File: src/rtl/fir_pkg.sv
// Shared Q2.6 constants and helpers for the FIR chain.
package fir_pkg;

  localparam int unsigned WL = 8;
  localparam int unsigned WF = 6;
  localparam logic [WL-1:0] SAT_MAX = 8'h7F;
  localparam logic [WL-1:0] SAT_MIN = 8'h80;

  function automatic int unsigned clog2(input int unsigned v);
    int unsigned r;
    r = 0;
    for (int unsigned i = 0; i < 31; i++) begin
      if ((32'd1 << i) < v) r = i + 1;
    end
    return r;
  endfunction

  // Clip a wide signed value to the WL-bit two's complement range.
  function automatic logic [WL-1:0] saturate(input logic signed [31:0] v, output logic clipped);
    logic signed [31:0] hi;
    logic signed [31:0] lo;
    logic [WL-1:0]      r;
    hi = (32'sd1 <<< (WL - 1)) - 32'sd1;
    lo = -(32'sd1 <<< (WL - 1));
    if (v > hi) begin
      r       = SAT_MAX;
      clipped = 1'b1;
    end else if (v < lo) begin
      r       = SAT_MIN;
      clipped = 1'b1;
    end else begin
      r       = v[WL-1:0];
      clipped = 1'b0;
    end
    return r;
  endfunction

endpackage

File: src/rtl/fir_out_fifo2.sv
// Two-entry valid/ready result buffer; a push while full is accepted only alongside a pop.
module fir_out_fifo2
  import fir_pkg::*;
#(
  parameter int unsigned W = WL
) (
  input  logic         clk_i,
  input  logic         rst_i,
  input  logic         push_i,
  input  logic [W-1:0] data_i,
  input  logic         pop_i,
  output logic         push_ok_o,
  output logic         overrun_o,
  output logic         valid_o,
  output logic [W-1:0] data_o
);

  logic [1:0]   cnt_q, cnt_d;
  logic [W-1:0] head_q, head_d;
  logic [W-1:0] tail_q, tail_d;
  logic         pop_w;

  assign pop_w     = pop_i && (cnt_q != 2'd0);
  assign push_ok_o = push_i && ((cnt_q != 2'd2) || pop_w);
  assign overrun_o = push_i && !push_ok_o;
  assign valid_o   = (cnt_q != 2'd0);
  assign data_o    = head_q;

  always_comb begin
    cnt_d  = cnt_q;
    head_d = head_q;
    tail_d = tail_q;
    case ({push_ok_o, pop_w})
      2'b10: begin
        if (cnt_q == 2'd0) head_d = data_i;
        else               tail_d = data_i;
        cnt_d = cnt_q + 2'd1;
      end
      2'b01: begin
        // Head keeps its last value when the buffer drains.
        if (cnt_q == 2'd2) head_d = tail_q;
        cnt_d = cnt_q - 2'd1;
      end
      2'b11: begin
        if (cnt_q == 2'd2) begin
          head_d = tail_q;
          tail_d = data_i;
        end else begin
          head_d = data_i;
        end
      end
      default: ;
    endcase
  end

  always_ff @(posedge clk_i or posedge rst_i) begin
    if (rst_i) begin
      cnt_q  <= 2'd0;
      head_q <= '0;
      tail_q <= '0;
    end else begin
      cnt_q  <= cnt_d;
      head_q <= head_d;
      tail_q <= tail_d;
    end
  end

endmodule

File: src/rtl/fir_decim_accum.sv
// Accumulate-and-dump decimator behind the FIR stage, with scaled/saturated Q2.6 output.
// Define FIR_DECIM_ROUND_EN for round-half-up scaling instead of truncation.
module fir_decim_accum #(
  parameter int unsigned WL    = fir_pkg::WL,
  parameter int unsigned WF    = fir_pkg::WF,
  parameter int unsigned DECIM = 4,
  parameter int unsigned SHIFT = fir_pkg::clog2(DECIM)
) (
  input  logic          clk_i,
  input  logic          rst_i,
  input  logic          in_valid_i,
  input  logic [WL-1:0] in_data_i,
  output logic          out_valid_o,
  input  logic          out_ready_i,
  output logic [WL-1:0] out_data_o,
  output logic          overrun_o,
  output logic          sat_o,
  input  logic          flag_clr_i
);
  import fir_pkg::*;

  localparam int unsigned CW = clog2(DECIM);
  localparam int unsigned AW = WL + CW;

  if (WL != fir_pkg::WL || WF >= WL || DECIM < 2 || DECIM > 64 ||
      (1 << CW) != DECIM || SHIFT > CW) begin : g_bad_cfg
    $error("fir_decim_accum: unsupported parameter set");
  end

  logic signed [AW-1:0] acc_q, acc_d;
  logic [CW-1:0]        cnt_q, cnt_d;
  logic signed [AW:0]   sum_w, res_w;
  logic signed [31:0]   res_ext_w;
  logic [WL-1:0]        sat_data_w;
  logic                 clipped_w;
  logic                 last_w, pop_w, push_ok_w, drop_w;
  logic                 sat_q, sat_d, overrun_q, overrun_d;

`ifdef FIR_DECIM_ROUND_EN
  localparam int                 RndInt = (SHIFT > 0) ? (1 << (SHIFT - 1)) : 0;
  localparam logic signed [AW:0] RndAdd = RndInt[AW:0];
`endif

  assign last_w = in_valid_i && (cnt_q == CW'(DECIM - 1));

  always_comb begin
    sum_w = $signed({acc_q[AW-1], acc_q}) + $signed({{(CW + 1){in_data_i[WL-1]}}, in_data_i});
`ifdef FIR_DECIM_ROUND_EN
    res_w = (sum_w + RndAdd) >>> SHIFT;
`else
    res_w = sum_w >>> SHIFT;
`endif
    res_ext_w  = {{(31 - AW){res_w[AW]}}, res_w};
    sat_data_w = saturate(res_ext_w, clipped_w);
  end

  always_comb begin
    acc_d = acc_q;
    cnt_d = cnt_q;
    if (in_valid_i) begin
      if (last_w) begin
        acc_d = '0;
        cnt_d = '0;
      end else begin
        acc_d = sum_w[AW-1:0];
        cnt_d = cnt_q + 1'b1;
      end
    end
  end

  // A new event in the same cycle as flag_clr keeps the flag set.
  assign sat_d     = (last_w && clipped_w) || (sat_q && !flag_clr_i);
  assign overrun_d = drop_w || (overrun_q && !flag_clr_i);

  always_ff @(posedge clk_i or posedge rst_i) begin
    if (rst_i) begin
      acc_q     <= '0;
      cnt_q     <= '0;
      sat_q     <= 1'b0;
      overrun_q <= 1'b0;
    end else begin
      acc_q     <= acc_d;
      cnt_q     <= cnt_d;
      sat_q     <= sat_d;
      overrun_q <= overrun_d;
    end
  end

  assign pop_w     = out_valid_o && out_ready_i;
  assign sat_o     = sat_q;
  assign overrun_o = overrun_q;

  fir_out_fifo2 #(
    .W (WL)
  ) u_fifo (
    .clk_i     (clk_i),
    .rst_i     (rst_i),
    .push_i    (last_w),
    .data_i    (sat_data_w),
    .pop_i     (pop_w),
    .push_ok_o (push_ok_w),
    .overrun_o (drop_w),
    .valid_o   (out_valid_o),
    .data_o    (out_data_o)
  );

  // Every produced result is either buffered or dropped, never both.
  a_push_xor_drop : assert property (@(posedge clk_i) disable iff (rst_i)
    last_w |-> (push_ok_w ^ drop_w));

endmodule

File: config.mk
export PLATFORM = sky130hd
export DESIGN_NAME = fir_decim_accum
export DESIGN_NICKNAME = d
export VERILOG_FILES = /design/src/rtl/fir_pkg.sv /design/src/rtl/fir_out_fifo2.sv /design/src/rtl/fir_decim_accum.sv
export SDC_FILE = /design/constraint.sdc
export NUM_CORES = 1
export LEC_CHECK = 0
export CORE_ASPECT_RATIO = 1.5
export CORE_UTILIZATION = 50
export CTS_BUF_LIST = sky130_fd_sc_hd__clkbuf_16
export CTS_CLUSTER_DIAMETER = 80
export DETAILED_ROUTE_END_ITERATION = 10
export GPL_TIMING_DRIVEN = 0
export MAX_ROUTING_LAYER = met4
export PLACE_DENSITY = 0.75
export SKIP_CTS_REPAIR_TIMING = 1
export SLEW_MARGIN = 20
export SYNTH_ARGS = -nofsm -noshare
export SYNTH_HDL_FRONTEND = slang
export SYNTH_SLANG_ARGS = --single-unit
File: constraint.sdc
create_clock -name clk_i -period 2.3 [get_ports clk_i]
set_clock_uncertainty 0.2 [all_clocks]
set_input_delay 0.575 -clock clk_i [delete_from_list [all_inputs] [get_ports clk_i]]
set_output_delay 0.575 -clock clk_i [all_outputs]
set_load 0.02 [all_outputs]
Yosys cells after proc, flatten, opt, wreduce, memory -nomap -nowiden
Cells that the tools add are included.

Flip-flop bits (word level): 32. Input port bits: 13. Output and inout bits: 11. Word-level logic and storage cells: 57.

Add/sub/neg operators: 4. Magnitude comparators: 2. Equal/unequal tests: 10. Muxes and demuxes: 14. Reduce and logical (&&, ||, !) cells: 20.

Operators with widths (count): 2-to-1 mux 8 bit (7); one-hot mux 8 bit (3 select lines) (1); one-hot mux 8 bit (2 select lines) (1); adder 10 x 8 -> 11 bit (1); 2-to-1 mux 10 bit (1); > comparator 9 x 8 -> 1 bit, second input constant (1); < comparator 9 x 8 -> 1 bit, second input constant (1); equality test 2 bit, second input constant (4); logical AND 1 bit (8); != test 2 x 1 -> 1 bit, second input constant (3); AND reduction 3 bit (2); nonzero test 2 bit (3); adder 2 x 1 -> 2 bit, second input constant (2); != test 2 bit, second input constant (2); one-hot mux 2 bit (2 select lines) (1); logical OR 1 bit (3); nonzero test 3 bit (1); equality test 2 x 1 -> 1 bit, second input constant (1); logical NOT 1 bit (2); logical NOT 2 bit (1); 2-to-1 mux 1 bit (2); 2-to-1 mux 2 bit (1); subtractor 2 x 1 -> 2 bit, second input constant (1).

Longest topological paths before layout
Depth in word-level cells: 8. Depth in mapped cells: 8. Depth with buffers taken out: 8.

Modules after synthesis
From an unflattened synthesis, not the netlist that was laid out.

Cell total of the unflattened synthesis: 195. Area total of the unflattened synthesis: 2194.6 µm².

By module, submodules not included: fir_decim_accum (instances 1, cells each 125, area an instance 1233.7 µm², seq. area each 350.3 µm²); fir_out_fifo2 (instances 1, cells each 70, area an instance 960.9 µm², seq. area each 450.4 µm²).

Worst setup path before layout
Ideal clock, no wire load.

Kind: in2reg. From: input port in_data_i[0]. To: register u_fifo.head_q[4] (netlist: u_fifo.data_o[4]). Library setup time: 0.077 ns. Data arrival time: 2.322 ns. Required time: 2.023 ns. Path slack: -0.300 ns. Cell stages on the path: 7. Buffers on the path: 0. Cell sequence: ha_1 fa_1 a21o_1 a221oi_2 xor2_1 maj3_1 a21oi_1.

Longest elaborated chain between the ends: 6. Elaborated cells on any way between the ends: 8. Classes of those cells: 1 x add/sub; 2 x order compare; 5 x mux.

Ends and longest elaborated chain: start: declaration (line fir_decim_accum.sv:12) `input logic [WL-1:0] in_data_i,`; adder 10 x 8 -> 11 bit * (line fir_decim_accum.sv:47) `sum_w = $signed({acc_q[AW-1], acc_q}) + $signed({{(CW + 1){in_data_i[WL-1]}}, in_data_i});`; < comparator 9 x 8 -> 1 bit (line fir_pkg.sv:28) `end else if (v < lo) begin`; 2-to-1 mux 8 bit (line fir_pkg.sv:28); 2-to-1 mux 8 bit * (line fir_pkg.sv:25) `if (v > hi) begin`; 2-to-1 mux 8 bit (on tied branches) (line fir_out_fifo2.sv:45, fir_out_fifo2.sv:35); one-hot mux 8 bit (3 select lines) * (line fir_out_fifo2.sv:33) `case ({push_ok_o, pop_w})`; end signal: assignment (line fir_out_fifo2.sv:59) `head_q <= '0;`; end signal: assignment (line fir_out_fifo2.sv:63) `head_q <= head_d;`; end: declaration (line fir_out_fifo2.sv:19) `logic [W-1:0] head_q, head_d;`.

Mark *: on every way between the ends. The rest lies on a longest branch, timed or not. The select of a mux whose other input is x is not followed. A chain may end at the register's enable or synchronous reset.

Worst setup path in the final report
From: register acc_q[0]. To: register u_fifo.tail_q[5].

Longest elaborated chain between the ends: 6. Elaborated cells on any way between the ends: 8. Classes of those cells: 1 x add/sub; 2 x order compare; 5 x mux.

Ends and longest elaborated chain: start: declaration (line fir_decim_accum.sv:30) `logic signed [AW-1:0] acc_q, acc_d;`; start signal: assignment (line fir_decim_accum.sv:77) `acc_q <= '0;`; start signal: assignment (line fir_decim_accum.sv:82) `acc_q <= acc_d;`; adder 10 x 8 -> 11 bit * (line fir_decim_accum.sv:47); < comparator 9 x 8 -> 1 bit (line fir_pkg.sv:28); 2-to-1 mux 8 bit (line fir_pkg.sv:28); 2-to-1 mux 8 bit * (line fir_pkg.sv:25); 2-to-1 mux 8 bit (on tied branches) (line fir_out_fifo2.sv:45, fir_out_fifo2.sv:35); one-hot mux 8 bit (2 select lines) * (line fir_out_fifo2.sv:33); end signal: assignment (line fir_out_fifo2.sv:64) `tail_q <= tail_d;`; end: declaration (line fir_out_fifo2.sv:20) `logic [W-1:0] tail_q, tail_d;`.

Marked as above.

==> flow_summary.json <==
{
  "worst_slew_pin_slew_ns": 0.675,
  "synth_warnings": 0,
  "numCtsBuffers": 5,
  "antenna_left": 0,
  "rows": 27,
  "synthFlopType": "dfrtp_1",
  "clk_path_buf_depth": 2,
  "ios": 24,
  "root_buffer": "clkbuf_16",
  "intPower_w": 0.00240,
  "ir_worst_vdd_mv": 0.975,
  "critPathRequiredTime_ns": 2.26,
  "cts.clk_slew.worst_paths_ns": 0.05,
  "hold_class": "flop to flop",
  "crit_arrival_ns": 2.51,
  "vias": 1778,
  "hold_viol_final": 0,
  "synth-adder-area-share_pct": 11.5,
  "synth_nets": 233,
  "clock_power_share_pct": 14.7,
  "maxCapViolations": 0,
  "end_kind": "flop",
  "seq_power_share_pct": 24.0,
  "clock.fmax_mhz": 392,
  "final_cell_mix": "31 x dfrtp_1, 22 x inv_1, 17 x o22ai_1",
  "slowest_delay_ns": 0.41,
  "synth_compound_area_share_pct": 24.7,
  "layout_min_cycle_time_ns": 2.55,
  "placed_cell_area_mm2": 0.00235,
  "grt_usage_pct": 24.9,
  "critical_path_buf_inv_count": 0,
  "worst_path_max_delay_cell": "dfrtp_1",
  "gp_congestion": 0.821,
  "async_reset_ff_share_pct": 100,
  "place_ws_ns": -0.917,
  "synthCells": 208,
  "start_kind": "flop",
  "diodes": 0,
  "cts_tree": "yes",
  "grt_setup_unrepaired": "true",
  "drive_above_1_share_pct": 27.4,
  "grt.overflow.total": 0,
  "vias_per_cell": 6.11,
  "drc": 0,
  "firstDrtPassIters": 4,
  "p_sw_w": 0.00180,
  "finalSetupViolations": 19,
  "dieArea_mm2": 0.00428,
  "crit_chain": "ha_4 > fa_2 > a21o_1 > a221oi_4 > o211ai_4 > nand2_4 > maj3_2 > mux2i_1",
  "core_area_mm2": 0.00375,
  "final_nets": 272,
  "drt_wl_total_mm": 4.97,
  "area_growth_pct": 36.5,
  "drt-initial-drc-count": 55,
  "relSlewSlack_pct": 55.0,
  "synth_top_family_by_area": "compound AO/OA/AOI/OAI gates",
  "swShare_pct": 42.8,
  "muxShareOfSynthArea_pct": 4.61,
  "postSynthAreaPerCell_um2": 9.65,
  "htree_levels": 2,
  "status": "finished with violations",
  "cts_sinks": 32,
  "clkLatencyLatePin_ns": 0.28,
  "combPwrFrac_pct": 61.3,
  "synth_cell_types": 43,
  "critical_path_class": "flop to flop",
  "ys_seq_area_share_pct": 39.9,
  "grt_max_degree": 33,
  "design_area_mm2": 0.00274,
  "maxSlewViolCount": 0,
  "netlist_area_mm2": 0.00201,
  "violations": "setup timing",
  "grt_pass1_vias": 1666,
  "synth_seq_cells": 32,
  "synth-xor-area-share_pct": 4.43,
  "placement.io_buffers": 22,
  "crit_family": "compound AO/OA/AOI/OAI gates",
  "initial_core_util_pct": 53.5,
  "die_h_um": 79.6,
  "antenna_found_initial": 0,
  "period_share_pct": 111,
  "crit_fanout": 4,
  "synthSimpleGateAreaFrac_pct": 9.16,
  "synth_edf_count": 0,
  "final_common_cell": "dfrtp_1",
  "avgRoutedWirePerCell_um": 17.1,
  "dp_hpwl_mm": 3.20,
  "power_density_mw_per_mm2": 1530,
  "die_w_um": 53.7,
  "layout_setup_ws_ns": -0.254,
  "grt_pass1_wl_mm": 7.49,
  "p_leak_nw": 1.18,
  "finalPower_w": 0.00420
}
cell usage after synthesis, drive strengths merged (7+ instances only):
cell | count | share of area (%)
a21oi | 15 | 3.9
a31oi | 10 | 3.1
dfrtp | 32 | 40
ha | 11 | 6.9
inv | 21 | 3.9
maj3 | 7 | 3.6
mux2i | 7 | 3.5
nand2 | 7 | 1.7
nor2 | 13 | 2.4
o21ai | 12 | 3.4
o22ai | 18 | 5.6
power groups by stage:
stage / Combinational, W / Sequential, W / Clock, W
2_1_floorplan: 0.00154 / 0.00103 / 0
3_3_place_gp: 0.00205 / 0.000968 / 0
3_5_place_dp: 0.00211 / 0.000980 / 0
4_1_cts: 0.00213 / 0.000974 / 0.000623
5_1_grt: 0.00280 / 0.00104 / 0.000646
6_report: 0.00257 / 0.00101 / 0.000617
worst reg2reg max path, stage by stage (launching register included):
cell and delay (ns):
dfrtp_1 0.41, ha_4 0.19, fa_2 0.35, a21o_1 0.25, a221oi_4 0.38, o211ai_4 0.18
nand2_4 0.16, maj3_2 0.24, mux2i_1 0.08
metal layers:
layer,global-route usage [%],routed length (µm)
met3,5.14,192
met4,12.4,127
met1,27.7,1950
met5,-,0
met2,40.6,2700
flip-flops by register name, summed over array words and instances, names as in the netlist:
register / count
sat_o: 1
overrun_o: 1
acc_q: 10
u_fifo.data_o: 8
u_fifo.cnt_q: 2
cnt_q: 2
u_fifo.tail_q: 8
per-stage QoR:
step	setup TNS, ns	utilization, %	hold slack (ns)	instances
after floorplan	-2.81	-	0.285	208
after global placement	-17.25	62.7	0.293	273
after detailed placement	-18.04	62.7	0.301	273
after CTS	-11.94	66.3	0.313	281
after global routing	-5.29	73.0	0.328	291
final	-3.63	73.0	0.309	291
area by class of cell:
class	count	area, µm²
Timing Repair Buffer	32	323
Inverter	21	78.8
Tap cell	43	53.8
Buffer	7	31.3
Clock inverter	3	11.3
Fill cell	278	1010
Multi-Input combinational cell	148	1310
Sequential cell	32	802
Clock buffer	5	125
cell families after synthesis:
logic type | after synthesis
compound gates | 73
xor+xnor | 8
fa+ha+maj | 19
buf+inv | 30
flops | 32
mux | 9
simple gates | 37
final timing paths:
check | slack (ns) | from | to | depth (start not counted)
max | -0.25 | acc_q[0]$_DFFE_PP0P_ | u_fifo.tail_q[5]$_DFFE_PP0P_ | 8
min | 0.31 | cnt_q[1]$_DFFE_PP0P_ | cnt_q[1]$_DFFE_PP0P_ | 1
min reg2reg | 0.31 | cnt_q[1]$_DFFE_PP0P_ | cnt_q[1]$_DFFE_PP0P_ | 1
max in group asynchronous | 0.90 | rst_i | u_fifo.cnt_q[0]$_DFFE_PP0P_ | 2
max reg2reg | -0.25 | acc_q[0]$_DFFE_PP0P_ | u_fifo.tail_q[5]$_DFFE_PP0P_ | 8
min in group asynchronous | 0.52 | rst_i | cnt_q[1]$_DFFE_PP0P_ | 2
(Power assumes the default switching activity.)
==> variant 1: new RTL, same flow settings <==
Build with the macro `FIR_DECIM_ROUND_EN` defined.
--- a/src/rtl/fir_decim_accum.sv
+++ b/src/rtl/fir_decim_accum.sv
@@ -1,4 +1,6 @@
 // Accumulate-and-dump decimator behind the FIR stage, with scaled/saturated Q2.6 output.
 // Define FIR_DECIM_ROUND_EN for round-half-up scaling instead of truncation.
+`define FIR_DECIM_ROUND_EN
+
 module fir_decim_accum #(
   parameter int unsigned WL    = fir_pkg::WL,
Behaviour: not the same (a bounded check fails within 10 cycles, from zero or initial values and one cycle with rst_i high).
==> variant 1 against the original RTL <==
The run still ends with negative setup slack left. Largest power group unchanged. Sequential cell count unchanged. Routed wire length up 44%. Setup slack worse by 0.95 ns. Total power up 54%. Final area up 31%. Synthesized area up 24%.
==> variant 1: results (changes against the original RTL) <==
----------------------------------------------------
[Place]
  Placed wire-length estimate ... 4.58 mm (+43%)
  Quantity of I/O buffers inserted on ports ... 23 (+4.5%)
  Weighted congestion reported at the end of routability-driven placement ... 0.930 (+13%)
  Cell area after placement ... 2910 um^2 (+24%)

[STA]
  Worst setup margin ... -1.21 ns (-0.951 ns)
  Setup-failing EPs final ... 20 (+1)
  Max-slew headroom ... 0.491 (-0.0582)

[Route]
  Vias per Instance ... 5.95 (-2.6%)
  Total routed wirelength ... 7.15 mm (+44%)
  DR iter-0 viols ... 148 (+170%)

[Finish]
  Share of cells above drive strength 1 ... 0.311 (+0.0370)
  Total number of nets in the final design ... 372 (+37%)
  Fill cell total of the finished layout ... 345 (+24%)
  Layout area overhead ... 44.1%
  Non-filler cells in the finished layout ... 413 (+42%)

[Synth]
  Synth cell types ... 60 (+40%)
  Mean instance size in the synthesized netlist ... 8.58 um^2 (-11%)
  Net count after synthesis ... 317 (+36%)
  Area share of fa/ha/maj cells after synthesis ... 0.0767 (-0.0381)
  Synth Area in XOR/XNOR ... 0.0631 (+0.0189)
  Cell types with the largest area share after synthesis ... sky130_fd_sc_hd__dfrtp_1 (32%), sky130_fd_sc_hd__ha_1 (6.0%), sky130_fd_sc_hd__nand2_1 (5.1%)
  Ranking of synthesized cells by instance count ... sky130_fd_sc_hd__nand2_1 (34), sky130_fd_sc_hd__dfrtp_1 (32), sky130_fd_sc_hd__inv_1 (23), sky130_fd_sc_hd__a21oi_1 (16), sky130_fd_sc_hd__nor2_1 (16)
  Share of cell area taken by muxes after synthesis ... 0.0271 (-0.0191)
  Sequential fraction of the synthesis area ... 0.321 (-0.0784)

[GRT]
  Number of global-route vias before repair ... 2286 (+37%)
  GRT Overall Usage ... 0.268 (+0.0194)
  Wire length of the first global-routing pass ... 10.4 mm (+39%)

[Min path]
  Startpoint of the lowest-slack hold path ... u_fifo.tail_q[7]
  Worst min-delay path endpoint ... u_fifo.tail_q[7]

[Critical path]
  Number of cells traversed by the worst register-to-register path ... 11 (+3)
  Worst Path Arrival ... 3.47 ns (+0.96 ns)
  Biggest cell delay along the critical path ... 0.49 ns (+0.08 ns)
  Slowest stage cell on the critical path ... sky130_fd_sc_hd__a2111oi_4
  Worst flop-to-flop path endpoint ... u_fifo.tail_q[6]
  Worst Path Max Fanout ... 4 (unchanged)

[Status]
  Violations in the final reports ... negative setup slack
  Run status ... finished with violations

[Pwr]
  Leakage power of the design ... 1.50 nW (+27%)
  Peak supply drop ... 0.907 mV (-7.0%)

----------------------------------------------------
[variant 1: power breakdown]
group | leakage (nW) | total (W) | internal (W) | switching [W]
clock | 0.0850 | 0.000759 | 0.000505 | 0.000254
combinational | 1.01 | 0.00472 | 0.00206 | 0.00266
sequential | 0.402 | 0.000996 | 0.000815 | 0.000181
total | 1.50 | 0.00648 | 0.00338 | 0.00309
[variant 1: metal layers]
metal,vias up,share of wire,global-route usage
li1,1166,-,-
met5,-,0,-
met3,19,0.021,0.0292
met1,1217,0.39,0.291
met4,0,0.036,0.121
met2,56,0.56,0.478
[variant 1: worst reg2reg max path, stage by stage (launching register included)]
cell and delay (ns):
sky130_fd_sc_hd__dfrtp_1 0.39, sky130_fd_sc_hd__ha_4 0.16, sky130_fd_sc_hd__inv_2 0.04, sky130_fd_sc_hd__fa_2 0.34, sky130_fd_sc_hd__nand2b_4 0.17, sky130_fd_sc_hd__a211o_4 0.34
sky130_fd_sc_hd__a221o_1 0.42, sky130_fd_sc_hd__a2111oi_4 0.49, sky130_fd_sc_hd__nor4_2 0.11, sky130_fd_sc_hd__a311oi_1 0.33, sky130_fd_sc_hd__a22oi_2 0.15, sky130_fd_sc_hd__mux2_4 0.27
[variant 1: cell type report]
cell class,count,area share
multi-input cells,223,0.537
flip-flops and latches,32,0.222
repair buffers,48,0.124
clock buffers,5,0.0348
inverters,23,0.0240
plain buffers,13,0.0233
well taps,66,0.0229
clock inverters,3,0.0108
[variant 1: cells by family (layout without fill, tap and decap cells)]
kind of cell / after synthesis / after routing
AOI/OAI and AO/OA: 102 / 102
xor gates and xnor gates: 15 / 15
adders and majority gates: 15 / 15
buffers and inverters: 36 / 92
DFF: 32 / 32
muxes: 6 / 6
and+or+nand+nor: 85 / 85
[variant 1: metrics by stage]
step	power, W	TNS, ns	hold WS, ns	setup WS [ns]
2_1_floorplan	0.00362	-16.10	0.246	-1.10
3_3_place_gp	0.00433	-33.57	0.262	-1.81
3_5_place_dp	0.00441	-34.96	0.271	-1.88
4_1_cts	0.00520	-27.96	0.285	-1.59
5_1_grt	0.00691	-21.08	0.316	-1.29
6_report	0.00648	-18.84	0.278	-1.21
[variant 1: worst max path at each step]
stage / endpoint / from / depth (start not counted) / slack (ns)
after CTS: u_fifo.tail_q[6] / in_data_i[0] / 12 / -1.59
final: u_fifo.tail_q[6] / acc_q[0] / 11 / -1.21
after global placement: u_fifo.tail_q[6] / in_data_i[0] / 12 / -1.81
after floorplan: u_fifo.tail_q[6] / in_data_i[0] / 11 / -1.10
after detailed placement: u_fifo.tail_q[6] / in_data_i[0] / 12 / -1.88
after global routing: u_fifo.tail_q[6] / acc_q[0] / 11 / -1.29
==> variant 2: new RTL, same settings <==
Made on the original files. Register the output `overrun_o` once more, cleared by the reset; this adds one clock of latency there. The other outputs are not delayed to match.
--- a/src/rtl/fir_decim_accum.sv
+++ b/src/rtl/fir_decim_accum.sv
@@ -22,4 +22,6 @@
   localparam int unsigned CW = clog2(DECIM);
   localparam int unsigned AW = WL + CW;
+
+  logic overrun_c;
 
   if (WL != fir_pkg::WL || WF >= WL || DECIM < 2 || DECIM > 64 ||
@@ -89,5 +91,5 @@
   assign pop_w     = out_valid_o && out_ready_i;
   assign sat_o     = sat_q;
-  assign overrun_o = overrun_q;
+  assign overrun_c = overrun_q;
 
   fir_out_fifo2 #(
@@ -109,4 +111,12 @@
     last_w |-> (push_ok_w ^ drop_w));
 
+  always_ff @(posedge clk_i or posedge rst_i) begin
+    if (rst_i) begin
+      overrun_o <= '0;
+    end else begin
+      overrun_o <= overrun_c;
+    end
+  end
+
 endmodule
 
Check against the original RTL: no difference found for any inputs over 4 cycles, from zero or initial values and one cycle with rst_i high; that may be too few to reach the edited logic, so the function may still have changed.
==> variant 2 against the original RTL <==
The run still ends with negative setup slack left. Routed wire length fell by 6.6%. Maximum frequency up 2.3%. Sequential cell count grew 1. Clock power is 5.3% higher. Via count fell by 4.4%. Synthesized area decreased by 0.19%. Synthesized cell count shrank 0.96%. Total power fell by 5.0%. Final area fell by 0.64%. Setup slack better by 0.058 ns. Sequential share of layout area is 1.1 points higher. Critical path type is now in -> reg. Largest cell class unchanged. Largest power group unchanged. Highest routed layer unchanged.
==> variant 2: results (changes against the original RTL) <==
----------------------------------------------------
[Place]
  Weighted congestion reported at the end of routability-driven placement ... 0.856 (+4.3%)
  Placed wire-length estimate ... 3.21 mm (+0.15%)
  Placed cell count ... 271 (-0.73%)

[Route]
  Total routed wirelength ... 4.65 mm (-6.6%)
  Vias after detailed routing ... 1700 (-4.4%)
  Metal1 wirelength ... 1.94 mm (-0.36%)
  Total iterations of the first detailed-routing run ... 5 (+1)
  Metal3 WL ... 91 um (-53%)
  Met2 Wirelength ... 2.54 mm (-5.9%)
  DR iter-0 viols ... 53 (-3.6%)

[GRT]
  Wire length of the first global-routing pass ... 7.26 mm (-3.0%)
  GRT Overall Usage ... 0.240 (-0.00849)
  Number of global-route vias before repair ... 1603 (-3.8%)
  Maximum number of pins on one net before global-route repair ... 34 (+3.0%)
  Number of antenna violations at the first check in global routing ... 0 (unchanged)

[Synth]
  Share of the synthesized area in the top cell type ... 0.412 (+0.0132)
  Cell types with the largest area share after synthesis ... sky130_fd_sc_hd__dfrtp_1 (41%), sky130_fd_sc_hd__ha_1 (6.9%), sky130_fd_sc_hd__a21oi_1 (5.2%)
  Sequential fraction of the synthesis area ... 0.412 (+0.0132)
  Mean instance size in the synthesized netlist ... 9.72 um^2 (+0.78%)
  Ranking of synthesized cells by instance count ... sky130_fd_sc_hd__dfrtp_1 (33), sky130_fd_sc_hd__a21oi_1 (21), sky130_fd_sc_hd__nor2_1 (16), sky130_fd_sc_hd__nand2_1 (15), sky130_fd_sc_hd__ha_1 (11)
  Net count after synthesis ... 231 (-0.86%)
  Synth cell types ... 48 (+12%)

[Critical path]
  Biggest cell delay along the critical path ... 0.34 ns (-0.07 ns)
  Worst Path Max Fanout ... 8 (+4)
  Slowest stage cell on the critical path ... sky130_fd_sc_hd__fa_2
  Worst Path Arrival ... 2.44 ns (-0.07 ns)

[Finish]
  Non-filler cells in the finished layout ... 288 (-1.0%)
  Share of cells above drive strength 1 ... 0.261 (-0.0130)

[Pwr]
  Cell-internal power ... 0.00231 W (-3.9%)
  Leakage power of the design ... 1.20 nW (+1.6%)
  Peak supply drop ... 1.01 mV (+3.3%)

[STA]
  Slew of the pin with the lowest slew margin ... 0.674 ns (-0.000121 ns)
  Setup-failing EPs final ... 16 (-3)
  Worst setup margin ... -0.195 ns (+0.0584 ns)

[Status]
  Violations in the final reports ... negative setup slack
  Run status ... finished with violations

----------------------------------------------------
variant 2: cell type report:
type | instances | area, um^2
Multi-Input combinational cell | 157 | 1320
Clock inverter | 3 | 17.5
Sequential cell | 33 | 826
Timing Repair Buffer | 31 | 310
Inverter | 9 | 33.8
Clock buffer | 5 | 125
Tap cell | 43 | 53.8
Buffer | 7 | 35.0
Fill cell | 275 | 1030
variant 2: power groups by stage:
stage / Clock, W / Sequential, W / Combinational, W
floorplan: 0 / 0.00104 / 0.00133
global placement: 0 / 0.000999 / 0.00182
detailed placement: 0 / 0.00100 / 0.00185
CTS: 0.000650 / 0.000999 / 0.00187
global route: 0.000680 / 0.00105 / 0.00251
finish: 0.000650 / 0.00102 / 0.00231
variant 2: logic make-up (layout without fill, tap and decap cells):
group                    Yosys count  count (layout)  synth area share
buffers and inverters             16              55            0.0337
AND/OR/NAND/NOR                   48              48             0.109
flip-flops                        33              33             0.412
multiplexers                       6               6            0.0381
adder cells (fa/ha/maj)           12              12            0.0787
AO/OA/AOI/OAI                     83              83             0.293
XOR/XNOR                           8               8            0.0350
variant 2: worst max-delay path, delay by kind of cell:
kind	cells	cell delay, ns
adders and majority gates	2	0.51
AOI/OAI and AO/OA	5	1.05
buffers and inverters	1	0.14
muxes	1	0.16
variant 2: layer usage:
metal,vias to the layer above,track usage
met1,827,0.286
met3,6,0.0495
met4,0,0.0868
met5,-,-
met2,38,0.389
li1,829,-
variant 2: final timing paths:
path                              startpoint                to  slack, ns  cells after the start
worst max-delay path            in_data_i[0]  u_fifo.tail_q[6]      -0.20                      9
worst min-delay path               overrun_c         overrun_o       0.18                      0
worst max register to register      acc_q[0]  u_fifo.tail_q[6]      -0.18                      8
worst min register to register     overrun_c         overrun_o       0.18                      0
max in group asynchronous              rst_i   u_fifo.cnt_q[1]       0.93                      2
min in group asynchronous              rst_i          acc_q[0]       0.53                      2
variant 2: per-stage QoR:
step                      area, um^2  hold slack [ns]  worst slack (ns)  setup TNS [ns]
after floorplan                 2030            0.154           -0.0707          -0.717
after global placement          2310            0.164            -0.818          -14.73
after detailed placement        2310            0.174            -0.815          -14.87
after CTS                       2450            0.186            -0.560           -8.98
after global routing            2720            0.194            -0.251           -3.06
final                           2720            0.182            -0.195           -2.10
